**src/rtl/uartprobe_pkg.sv**
```systemverilog
// Shared definitions for the UART probe command processor.
//   - Opcodes carried in the upper nibble of a command byte.
//   - Single-byte reply codes.
//   - FSM state encoding used by uartprobe_cmdproc.
// Optional feature macro (see uartprobe_cmdproc): UARTPROBE_RX_TIMEOUT_EN.
package uartprobe_pkg;

  localparam logic [3:0] OP_GPO_WR = 4'h1;
  localparam logic [3:0] OP_GPI_RD = 4'h2;
  localparam logic [3:0] OP_AXI_WR = 4'h3;
  localparam logic [3:0] OP_AXI_RD = 4'h4;

  localparam logic [7:0] ACK = 8'hA5;
  localparam logic [7:0] ERR = 8'hEE;
  localparam logic [7:0] TMO = 8'hEF;

  // Argument byte counts of the AXI commands (address, plus data for writes).
  localparam logic [3:0] AXI_WR_ARGS = 4'd8;
  localparam logic [3:0] AXI_RD_ARGS = 4'd4;

  typedef enum logic [2:0] {
    S_IDLE,
    S_ARGS,
    S_EXEC,
    S_AXI_AW_W,
    S_AXI_B,
    S_AXI_AR,
    S_AXI_R,
    S_TX
  } state_e;

endpackage

```
**src/rtl/uartprobe_txshift.sv**
```systemverilog
// Response shift register for the UART probe.
//   clk, reset  : clock, synchronous active-high reset
//   load        : capture load_data / load_len (only pulsed while no reply is pending)
//   load_data   : reply bytes, MSB-aligned; first byte to send in the top byte
//   load_len    : number of valid bytes in load_data
//   tx_valid    : a reply byte is pending
//   tx_data     : current reply byte, stable until tx_ready
//   tx_ready    : UART accepts the byte
//   done        : one-cycle pulse on the handshake of the last byte
module uartprobe_txshift
  import uartprobe_pkg::*;
#(
  parameter int unsigned BYTES = 5
) (
  input  logic               clk,
  input  logic               reset,
  input  logic               load,
  input  logic [BYTES*8-1:0] load_data,
  input  logic [3:0]         load_len,
  output logic               tx_valid,
  output logic [7:0]         tx_data,
  input  logic               tx_ready,
  output logic               done
);

  logic [BYTES*8-1:0] sh_q, sh_d;
  logic [3:0]         len_q, len_d;
  logic               hs;

  always_comb begin
    sh_d  = sh_q;
    len_d = len_q;
    done  = 1'b0;
    hs    = (len_q != 4'd0) && tx_ready;
    if (load) begin
      sh_d  = load_data;
      len_d = load_len;
    end else if (hs) begin
      // Zeros are shifted in so tx_data reads 0 once the reply is gone.
      sh_d  = {sh_q[BYTES*8-9:0], 8'h00};
      len_d = len_q - 4'd1;
      done  = (len_q == 4'd1);
    end
  end

  always_ff @(posedge clk) begin
    if (reset) begin
      sh_q  <= '0;
      len_q <= '0;
    end else begin
      sh_q  <= sh_d;
      len_q <= len_d;
    end
  end

  assign tx_valid = (len_q != 4'd0);
  assign tx_data  = sh_q[BYTES*8-1 -: 8];

endmodule

```
**src/rtl/uartprobe_cmdproc.sv**
```systemverilog
// Byte-stream command processor between a UART byte interface and probe targets:
// N_CH general-purpose output/input channels of GPIO_W bits and a single-beat
// AXI4 master (one outstanding transaction). Every command gets a reply.
//   clk, reset          : clock, synchronous active-high reset
//   rx_valid/rx_data/rx_ready : command and argument bytes in
//   tx_valid/tx_data/tx_ready : reply bytes out
//   gpo                 : output channels, channel k at gpo[k*GPIO_W +: GPIO_W]
//   gpi                 : input channels, same packing
//   m_axi_*             : AW/W/B/AR/R subset, 32-bit address and data. rlast is
//                         not brought in: every read is a single beat.
// Optional feature: define UARTPROBE_RX_TIMEOUT_EN to abort a partially received
// command after RX_TIMEOUT idle cycles (reply 0xEF). Undefined: no timeout logic.
module uartprobe_cmdproc
  import uartprobe_pkg::*;
#(
  parameter int unsigned       N_CH       = 4,
  parameter int unsigned       GPIO_W     = 32,
  parameter logic [GPIO_W-1:0] GPO_RESET  = '0,
  parameter int unsigned       RX_TIMEOUT = 1_000_000
) (
  input  logic                     clk,
  input  logic                     reset,
  input  logic                     rx_valid,
  input  logic [7:0]               rx_data,
  output logic                     rx_ready,
  output logic                     tx_valid,
  output logic [7:0]               tx_data,
  input  logic                     tx_ready,
  output logic [N_CH*GPIO_W-1:0]   gpo,
  input  logic [N_CH*GPIO_W-1:0]   gpi,
  output logic [31:0]              m_axi_awaddr,
  output logic [2:0]               m_axi_awsize,
  output logic                     m_axi_awvalid,
  input  logic                     m_axi_awready,
  output logic [31:0]              m_axi_wdata,
  output logic [3:0]               m_axi_wstrb,
  output logic                     m_axi_wlast,
  output logic                     m_axi_wvalid,
  input  logic                     m_axi_wready,
  input  logic [1:0]               m_axi_bresp,
  input  logic                     m_axi_bvalid,
  output logic                     m_axi_bready,
  output logic [31:0]              m_axi_araddr,
  output logic [2:0]               m_axi_arsize,
  output logic                     m_axi_arvalid,
  input  logic                     m_axi_arready,
  input  logic [31:0]              m_axi_rdata,
  input  logic [1:0]               m_axi_rresp,
  input  logic                     m_axi_rvalid,
  output logic                     m_axi_rready
);

  localparam int unsigned B      = GPIO_W / 8;
  // Longest reply is either a GPI read (B bytes) or an AXI read (status + 4).
  localparam int unsigned RB     = (B > 5) ? B : 5;
  localparam int unsigned RESP_W = RB * 8;

  state_e                  state_q, state_d;
  logic [3:0]              op_q, op_d;
  logic [3:0]              ch_q, ch_d;
  logic [3:0]              cnt_q, cnt_d;
  logic [63:0]             arg_q, arg_d;
  logic [N_CH*GPIO_W-1:0]  gpo_q, gpo_d;
  logic [31:0]             awaddr_q, awaddr_d;
  logic [31:0]             wdata_q, wdata_d;
  logic [31:0]             araddr_q, araddr_d;
  logic                    awvalid_q, awvalid_d;
  logic                    wvalid_q, wvalid_d;
  logic                    arvalid_q, arvalid_d;

`ifdef UARTPROBE_RX_TIMEOUT_EN
  localparam int unsigned TMO_W = (RX_TIMEOUT > 1) ? $clog2(RX_TIMEOUT) : 1;
  logic [TMO_W-1:0]        tmo_q, tmo_d;
`endif

  logic                    ld;
  logic [RESP_W-1:0]       ld_data;
  logic [3:0]              ld_len;
  logic                    tx_done;

  logic                    rx_hs;
  logic                    ch_ok;
  logic                    reject;
  logic [GPIO_W-1:0]       gpi_sel;
  logic [63:0]             arg_shift;

  // Held low while reset is asserted so no byte can be taken during reset.
  assign rx_ready  = !reset && ((state_q == S_IDLE) || (state_q == S_ARGS));
  assign rx_hs     = rx_valid && rx_ready;
  assign ch_ok     = 32'(rx_data[3:0]) < N_CH;
  assign arg_shift = {arg_q[55:0], rx_data};

  // Channel addressed by the byte currently on rx_data (the GPI_RD command).
  always_comb begin
    gpi_sel = '0;
    for (int k = 0; k < N_CH; k++) begin
      if (rx_data[3:0] == 4'(k)) gpi_sel = gpi[k*GPIO_W +: GPIO_W];
    end
  end

  always_comb begin
    state_d   = state_q;
    op_d      = op_q;
    ch_d      = ch_q;
    cnt_d     = cnt_q;
    arg_d     = arg_q;
    gpo_d     = gpo_q;
    awaddr_d  = awaddr_q;
    wdata_d   = wdata_q;
    araddr_d  = araddr_q;
    awvalid_d = awvalid_q;
    wvalid_d  = wvalid_q;
    arvalid_d = arvalid_q;
    ld        = 1'b0;
    ld_data   = '0;
    ld_len    = '0;
    reject    = 1'b0;
`ifdef UARTPROBE_RX_TIMEOUT_EN
    tmo_d     = '0;
`endif

    case (state_q)
      S_IDLE: begin
        if (rx_hs) begin
          op_d = rx_data[7:4];
          ch_d = rx_data[3:0];
          case (rx_data[7:4])
            OP_GPO_WR: begin
              if (ch_ok) begin
                cnt_d   = 4'(B);
                state_d = S_ARGS;
              end else begin
                reject = 1'b1;
              end
            end
            OP_GPI_RD: begin
              // Sampled in the same cycle the command byte is accepted.
              if (ch_ok) begin
                ld                           = 1'b1;
                ld_data[RESP_W-1 -: GPIO_W]  = gpi_sel;
                ld_len                       = 4'(B);
                state_d                      = S_TX;
              end else begin
                reject = 1'b1;
              end
            end
            OP_AXI_WR: begin
              cnt_d   = AXI_WR_ARGS;
              state_d = S_ARGS;
            end
            OP_AXI_RD: begin
              cnt_d   = AXI_RD_ARGS;
              state_d = S_ARGS;
            end
            default: reject = 1'b1;
          endcase
          // Rejected commands reply at once; any bytes that follow are parsed
          // as fresh commands.
          if (reject) begin
            ld                     = 1'b1;
            ld_data[RESP_W-1 -: 8] = ERR;
            ld_len                 = 4'd1;
            state_d                = S_TX;
          end
        end
      end

      S_ARGS: begin
        if (rx_hs) begin
          arg_d = arg_shift;
          cnt_d = cnt_q - 4'd1;
          if (cnt_q == 4'd1) begin
            state_d = S_EXEC;
            // GPO is written directly on the last byte so the new value is
            // visible in the very next cycle.
            if (op_q == OP_GPO_WR) begin
              for (int k = 0; k < N_CH; k++) begin
                if (ch_q == 4'(k)) gpo_d[k*GPIO_W +: GPIO_W] = arg_shift[GPIO_W-1:0];
              end
            end
          end
        end
`ifdef UARTPROBE_RX_TIMEOUT_EN
        if (rx_hs) begin
          tmo_d = '0;
        end else if (tmo_q == TMO_W'(RX_TIMEOUT - 1)) begin
          ld                     = 1'b1;
          ld_data[RESP_W-1 -: 8] = TMO;
          ld_len                 = 4'd1;
          state_d                = S_TX;
        end else begin
          tmo_d = tmo_q + 1'b1;
        end
`endif
      end

      S_EXEC: begin
        case (op_q)
          OP_AXI_WR: begin
            awaddr_d  = arg_q[63:32];
            wdata_d   = arg_q[31:0];
            awvalid_d = 1'b1;
            wvalid_d  = 1'b1;
            state_d   = S_AXI_AW_W;
          end
          OP_AXI_RD: begin
            araddr_d  = arg_q[31:0];
            arvalid_d = 1'b1;
            state_d   = S_AXI_AR;
          end
          default: begin
            ld                     = 1'b1;
            ld_data[RESP_W-1 -: 8] = ACK;
            ld_len                 = 4'd1;
            state_d                = S_TX;
          end
        endcase
      end

      S_AXI_AW_W: begin
        if (m_axi_awready) awvalid_d = 1'b0;
        if (m_axi_wready)  wvalid_d  = 1'b0;
        if (!awvalid_d && !wvalid_d) state_d = S_AXI_B;
      end

      S_AXI_B: begin
        if (m_axi_bvalid) begin
          ld                     = 1'b1;
          ld_data[RESP_W-1 -: 8] = {6'b0, m_axi_bresp};
          ld_len                 = 4'd1;
          state_d                = S_TX;
        end
      end

      S_AXI_AR: begin
        if (m_axi_arready) begin
          arvalid_d = 1'b0;
          state_d   = S_AXI_R;
        end
      end

      S_AXI_R: begin
        if (m_axi_rvalid) begin
          ld                      = 1'b1;
          ld_data[RESP_W-1 -: 40] = {6'b0, m_axi_rresp, m_axi_rdata};
          ld_len                  = 4'd5;
          state_d                 = S_TX;
        end
      end

      S_TX: begin
        if (tx_done) state_d = S_IDLE;
      end

      default: state_d = S_IDLE;
    endcase
  end

  always_ff @(posedge clk) begin
    if (reset) begin
      state_q   <= S_IDLE;
      op_q      <= '0;
      ch_q      <= '0;
      cnt_q     <= '0;
      arg_q     <= '0;
      gpo_q     <= {N_CH{GPO_RESET}};
      awaddr_q  <= '0;
      wdata_q   <= '0;
      araddr_q  <= '0;
      awvalid_q <= 1'b0;
      wvalid_q  <= 1'b0;
      arvalid_q <= 1'b0;
    end else begin
      state_q   <= state_d;
      op_q      <= op_d;
      ch_q      <= ch_d;
      cnt_q     <= cnt_d;
      arg_q     <= arg_d;
      gpo_q     <= gpo_d;
      awaddr_q  <= awaddr_d;
      wdata_q   <= wdata_d;
      araddr_q  <= araddr_d;
      awvalid_q <= awvalid_d;
      wvalid_q  <= wvalid_d;
      arvalid_q <= arvalid_d;
    end
  end

`ifdef UARTPROBE_RX_TIMEOUT_EN
  always_ff @(posedge clk) begin
    if (reset) tmo_q <= '0;
    else       tmo_q <= tmo_d;
  end
`endif

  uartprobe_txshift #(
    .BYTES (RB)
  ) u_txshift (
    .clk       (clk),
    .reset     (reset),
    .load      (ld),
    .load_data (ld_data),
    .load_len  (ld_len),
    .tx_valid  (tx_valid),
    .tx_data   (tx_data),
    .tx_ready  (tx_ready),
    .done      (tx_done)
  );

  assign gpo           = gpo_q;
  assign m_axi_awaddr  = awaddr_q;
  assign m_axi_awsize  = 3'b010;
  assign m_axi_awvalid = awvalid_q;
  assign m_axi_wdata   = wdata_q;
  assign m_axi_wstrb   = 4'hF;
  assign m_axi_wlast   = 1'b1;
  assign m_axi_wvalid  = wvalid_q;
  assign m_axi_bready  = (state_q == S_AXI_B);
  assign m_axi_araddr  = araddr_q;
  assign m_axi_arsize  = 3'b010;
  assign m_axi_arvalid = arvalid_q;
  assign m_axi_rready  = (state_q == S_AXI_R);

endmodule
```
**config.mk**
```make
export PLATFORM = sky130hd
export DESIGN_NAME = uartprobe_cmdproc
export DESIGN_NICKNAME = d
export VERILOG_FILES = /design/src/rtl/uartprobe_pkg.sv /design/src/rtl/uartprobe_txshift.sv /design/src/rtl/uartprobe_cmdproc.sv
export SDC_FILE = /design/constraint.sdc
export NUM_CORES = 1
export LEC_CHECK = 0
export CAP_MARGIN = 20
export CORE_MARGIN = 5
export CORE_UTILIZATION = 40
export CTS_BUF_LIST = sky130_fd_sc_hd__clkbuf_16
export CTS_CLUSTER_DIAMETER = 60
export CTS_CLUSTER_SIZE = 28
export DETAILED_ROUTE_END_ITERATION = 8
export GPL_TIMING_DRIVEN = 0
export PLACE_DENSITY = 0.72
export SYNTH_ARGS = -nofsm -noshare
export SYNTH_HDL_FRONTEND = slang
export SYNTH_HIERARCHICAL = 1
export SYNTH_SLANG_ARGS = --single-unit
```
**constraint.sdc**
```tcl
create_clock -name clk -period 3.64 [get_ports clk]
set_input_delay 0.364 -clock clk [delete_from_list [all_inputs] [get_ports clk]]
set_output_delay 0.364 -clock clk [all_outputs]
set_load 0.005 [all_outputs]
```
==> results of run 1 <==
-- per-layer routing --
layer	vias up	track usage, %	wire length (µm)
met5	-	0	0
met4	0	6.63	1560
met3	93	5.09	4120
met2	558	41.2	26000
met1	7045	34.2	24600
li1	6854	-	-
-- worst max-delay path, cell delays in order (launching register included) --
cell and delay [ns]:
dfxtp_1 0.39, or4b_2 0.73, nand3_1 0.38, nand4_1 0.14, buf_2 0.23, inv_2 0.28
and4_1 0.33, mux2_2 0.17, o22ai_1 0.11, nor4_1 0.22, mux2_2 0.37
-- through the flow --
step                      hold slack [ns]  cell area (µm²)  TNS (ns)
after floorplan                     0.432            15500         0
after global placement              0.438            20300    -0.967
after detailed placement            0.449            20300     -1.15
after CTS                           0.287            21400         0
after global routing                0.337            21400         0
final                               0.324            21400         0
-- path summary, 6_finish.rpt --
path / startpoint / to / slack [ns] / depth (start not counted)
min: rx_data[4] / arg_q[4] / 0.32 / 3
max: op_q[1] / state_q[0] / 0.18 / 10
min reg2reg: m_axi_araddr[7] / m_axi_araddr[7] / 0.46 / 2
max reg2reg: op_q[1] / state_q[0] / 0.18 / 10
-- flip-flops by register name, summed over array words and instances (netlist names) --
signal           cells
gpo                128
m_axi_awvalid        1
m_axi_awaddr        32
u_txshift/len_q      4
cnt_q                4
m_axi_araddr        32
u_txshift/sh_q      40
m_axi_wvalid         1
m_axi_arvalid        1
state_q              3
arg_q               64
ch_q                 4
m_axi_wdata         32
op_q                 4
-- cell type report --
type	count	area, µm²
fill	3484	17100
multi-input combinational	1236	7670
sequential	350	7010
timing repair buffer	414	4140
buffer	162	811
clock buffer	29	726
tap	518	648
clock inverter	24	317
inverter	11	41.3
antenna	2	5.00
-- synthesized netlist by cell type (all sizes together) (3+ instances only) --
| master | n | area, µm² |
|---|---|---|
| dfxtp | 350 | 7010 |
| mux4 | 12 | 270 |
| o21ai | 28 | 140 |
| nor3 | 6 | 30.0 |
| o22ai | 19 | 119 |
| a211oi | 11 | 123 |
| and2 | 9 | 56.3 |
| mux2i | 129 | 1290 |
| nand2b | 170 | 1060 |
| nand3 | 20 | 100 |
| o211ai | 8 | 60.1 |
| a21oi | 189 | 946 |
| clkbuf | 90 | 338 |
| ha | 4 | 50.1 |
| buf | 73 | 470 |
| nand4 | 3 | 18.8 |
| nor2b | 7 | 43.8 |
| a311oi | 3 | 26.3 |
| nand2 | 373 | 1400 |
| a2111oi | 33 | 423 |
| nor3b | 7 | 68.8 |
| nor2 | 68 | 263 |
| a21boi | 17 | 154 |
| mux2 | 40 | 450 |
| nor4 | 12 | 75.1 |
| a22o | 8 | 70.1 |
| inv | 11 | 41.3 |
| or3 | 16 | 100 |
| and4 | 3 | 26.3 |
-- logic make-up after synthesis --
group,Yosys count,synth area share [%]
multiplexers,181,13.0
adder cells (fa/ha/maj),4,0.324
AND/OR/NAND/NOR,709,21.8
buffers and inverters,174,5.49
flip-flops,350,45.3
AO/OA/AOI/OAI,329,14.0
other,2,0.0486
-- power by group --
part | internal [mW] | leakage [nW] | switching (mW)
sequential | 3.99 | 2.83 | 0.108
combinational | 1.14 | 4.46 | 1.62
clock | 1.63 | 0.512 | 1.77
-- what timing repair did --
action | CTS | global route
pin swaps | 0 | 0
gates resized for setup | 7 | 2
endpoints found under the setup margin | 3 | 2
hold buffers | 0 | 0
==> flow_summary_export.csv, run 1 <==
group,metric,value,unit
global_routing,grt_max_degree,28,
clock_tree,clk_pin_slew,0.09,ns
flow_run,cap_violations,0,
route,viasPerCell,5.30,
clock_tree,post-cts-setup-buffers,0,
finish,postLayoutCoreUtil,55.6,%
power_and_ir_drop,finalPower,10.3,mW
yosys,synth_ff_type,"dfxtp_1",
clock_tree,clockBufferDepth,3,
power_and_ir_drop,ir_drop,0.303,mV
clock_tree,cts.sinks,350,
timing,layout_min_cycle_time,3.46,ns
finish,layout_common_cells,"414 x clkdlybuf4s50_1, 371 x nand2_1, 350 x dfxtp_1",
route,vias,14600,
min_path,hold_path.class,"input port to flop",
route,wirelength,56.4,mm
placement,place_ws,-0.450,ns
timing,fmax,289,MHz
worst_setup_path,cp.arrival,3.91,ns
die,die_h,207,µm
finish,area_growth,38.2,%
timing,max_slew_margin,39.4,%
timing,rsz0062_at_grt,"false",
timing,setup_viol,0,
finish,finalNetCount,2389,
timing,fin_skew,0.0361,ns
placement,hpwlAfterDp,43.3,mm
yosys,ys_warn_count,6,
worst_setup_path,cp-end-kind,"flop",
yosys,ys_seq_elements,350,
die,io_pins,431,
yosys,yosysSeqAreaShare,45.3,%
route,avgRoutedWirePerCell,20.5,µm
finish,final_common_cell,"clkdlybuf4s50_1",
finish,drive_above_1_share,10.1,%
global_routing,antenna_found_initial,0,
route,drc,0,
timing,hold_violations,0,
yosys,synthArstFlopShare,0,%
clock_tree,cts_root_buffer,"clkbuf_16",
global_routing,grtUsageTotal,25.2,%
die,fp-row-count,72,
power_and_ir_drop,p_leak,7.80,nW
placement,io_buffers,414,
die,coreArea,38500,µm²
clock_tree,htreeDepth,1,
global_routing,grt_overflow,0,
placement,dp_cells,2692,
route,first_iter_violations,1147,
clock_tree,cts_buffers,29,
worst_setup_path,cp-start-kind,"flop",
worst_setup_path,required,4.09,ns
worst_setup_path,path_class,"flop to flop",
die,chipWidth,207,µm
route,antenna_left,0,
timing,period_share,94.9,%
worst_setup_path,cp_max_fo,18,
timing,worst_pin_slew,0.909,ns
global_routing,first_global_vias,14700,
route,drt_pass1_iterations,6,
timing,finalMaxSlewViolations,0,
yosys,syn_inst,1749,
die,initial_core_util,40.2,%
yosys,synth_edf_count,0,
global_routing,grt_first_pass_wirelength,85.1,mm
yosys,syn_area,15500,µm²
clock_tree,clk_latency,0.57,ns
yosys,synth.distinct_cells,65,
status,status,"finished, final reports clean",
timing,layout_setup_ws,0.185,ns
finish,finalNonFillerCells,2746,
placement,place.gp.congestion,0.945,
power_and_ir_drop,power.density,480,nW/µm²
clock_tree,cts_tree,"yes",
yosys,syn_avg_cell_area,8.84,µm²
die,die-area,42700,µm²
No activity file was read; power rests on OpenSTA's default activity.
==> run 2: changes to the inputs <==
Settings changed: CORE_UTILIZATION 40 to 45, PLACE_DENSITY 0.72 to 0.79, SKIP_CTS_REPAIR_TIMING set to 1.
==> run 2 against run 1 <==
Compared with the run above:
- final cell count shrank 2.5%
- power shrank 4.0%
- sequential power is essentially flat
- via count grew 0.12%
- sequential cell count is the same
- clock-buffer cell count shrank 3
- first-iteration DRC count shrank 11%
- combinational power shrank 2%
- critical path depth grew 2
- register-to-register slack lost 0.03 ns
- sequential share of layout area grew 0.37 points
- clock skew is essentially flat
- critical path type unchanged
- critical endpoint unchanged
- largest cell class unchanged
- highest routed layer unchanged
==> flow_summary_export.csv, run 2 (synthesized netlist as in run 1, its figures left out) <==
group,metric,value,unit
clock_tree,cts.sinks,350,
worst_setup_path,crit_chain,"clkbuf_2, clkbuf_2, nor3b_1, nor2_1, nand4_1, buf_2, inv_2, and4_1, mux2_2, o22ai_1, nor4_1, mux2_2",
timing,worst_pin_slew,0.854,ns
timing,fin_skew,0.0357,ns
timing,finalMaxSlewViolations,0,
finish,largest_reg_flops,128,
placement,io_buffers,414,
timing,max_slew_margin,43.1,%
route,first_iter_violations,1023,
die,coreArea,34200,µm²
worst_setup_path,rr_startpoint,"state_q[0]",
timing,layout_min_cycle_time,3.49,ns
global_routing,grt_max_degree,24,
die,die-area,38200,µm²
clock_tree,htreeDepth,1,
worst_setup_path,rr_worst_depth,12,
power_and_ir_drop,power.density,466,nW/µm²
finish,design_area,21100,µm²
placement,postPlaceCellArea,20200,µm²
route,drc,0,
clock_tree,clockBufferDepth,3,
clock_tree,cts_buffers,26,
worst_setup_path,cp-end-kind,"flop",
die,chipWidth,195,µm
die,initial_core_util,45.2,%
route,drt_pass1_iterations,5,
route,viasPerCell,5.44,
global_routing,met3_usage,6.90,%
flow_run,cap_violations,0,
worst_setup_path,cp.arrival,3.94,ns
global_routing,grt_first_pass_wirelength,84.9,mm
global_routing,grtUsageTotal,27.7,%
worst_setup_path,cp_max_fo,18,
global_routing,antenna_found_initial,1,
worst_setup_path,crit_path_start,"state_q[0]",
global_routing,first_global_vias,14600,
status,status,"finished, final reports clean",
clock_tree,cts_tree,"yes",
worst_setup_path,cpPeakStageDelay,0.64,ns
finish,drive_above_1_share,9.73,%
min_path,whs_path_depth,3,
finish,final_common_cell,"clkdlybuf4s50_1",
worst_setup_path,cp-start-kind,"flop",
global_routing,grt.busiest_layer,"met2",
finish,layout_common_cells,"414 x clkdlybuf4s50_1, 371 x nand2_1, 350 x dfxtp_1",
timing,period_share,95.7,%
die,io_pins,431,
timing,hold_violations,0,
power_and_ir_drop,ir_drop,0.361,mV
clock_tree,clk_latency,0.57,ns
global_routing,grtUsageMet1,36.7,%
die,fp-row-count,68,
power_and_ir_drop,p_leak,7.72,nW
worst_setup_path,path_class,"flop to flop",
timing,setup_viol,0,
route,wirelength,56.1,mm
route,avgRoutedWirePerCell,21.0,µm
route,antenna_left,0,
finish,n_fill_cell,2935,
clock_tree,cts_root_buffer,"clkbuf_16",
min_path,hold_path.startpoint,"rx_data[4]",
finish,area_growth,36.6,%
min_path,hold_path.class,"input port to flop",
finish,finalNetCount,2386,
timing,whs,0.298,ns
placement,hpwlAfterDp,43.1,mm
worst_setup_path,required,4.09,ns
die,die_h,195,µm
placement,place.gp.congestion,0.942,
timing,tns,0,ns
timing,fmax,287,MHz
global_routing,grt_overflow,0,
route,vias,14600,
clock_tree,clk_pin_slew,0.08,ns
global_routing,grt_use_met2,45.2,%
worst_setup_path,slowest_stage,"nor3b_1",
==> run 2: critical path: cells and delay by family, from the launching register on <==
| family | cells | cell delay, ns |
|---|---|---|
| and+or+nand+nor | 5 | 1.32 |
| buffers and inverters | 4 | 0.92 |
| muxes | 2 | 0.57 |
| DFF | 1 | 0.33 |
| AOI/OAI and AO/OA | 1 | 0.21 |
==> run 2: report_power, final <==
group	internal (mW)	switching [mW]	leakage (nW)
clock network	1.42	1.61	0.436
registers	3.99	0.112	2.83
logic	1.14	1.58	4.46
==> run 2: area by class of cell <==
| type | instances | area, µm² | area share, % |
|---|---|---|---|
| Clock inverter | 22 | 244 | 1.15 |
| Antenna cell | 1 | 2.50 | 0.0118 |
| Tap cell | 455 | 569 | 2.69 |
| Inverter | 11 | 41.3 | 0.195 |
| Sequential cell | 350 | 7010 | 33.2 |
| Timing Repair Buffer | 414 | 4140 | 19.6 |
| Buffer | 162 | 808 | 3.82 |
| Multi-Input combinational cell | 1236 | 7670 | 36.3 |
| Clock buffer | 26 | 651 | 3.08 |
==> run 2: worst paths after layout <==
check	to	slack, ns
worst min-delay path	arg_q[4]	0.30
worst max-delay path	state_q[0]	0.15
worst max register to register	state_q[0]	0.15
worst min register to register	m_axi_awaddr[29]	0.45
==> run 2: metrics by stage <==
step | cells | utilization (%) | worst slack, ns | total power, mW
finish | 2677 | 61.8 | 0.155 | 9.86
global route | 2677 | 61.8 | -0.0168 | 10.3
CTS | 2677 | 61.7 | -0.299 | 9.82
detailed placement | 2629 | 59.1 | -0.380 | 6.84
global placement | 2629 | 59.1 | -0.343 | 6.77
floorplan | 1760 | - | 0.613 | 5.98
==> run 2: routing by layer <==
layer | share of wire (%) | vias to the layer above
met2 | 46 | 576
met5 | 0 | -
met3 | 8.3 | 99
li1 | - | 6826
met1 | 42 | 7066
met4 | 3.0 | 0
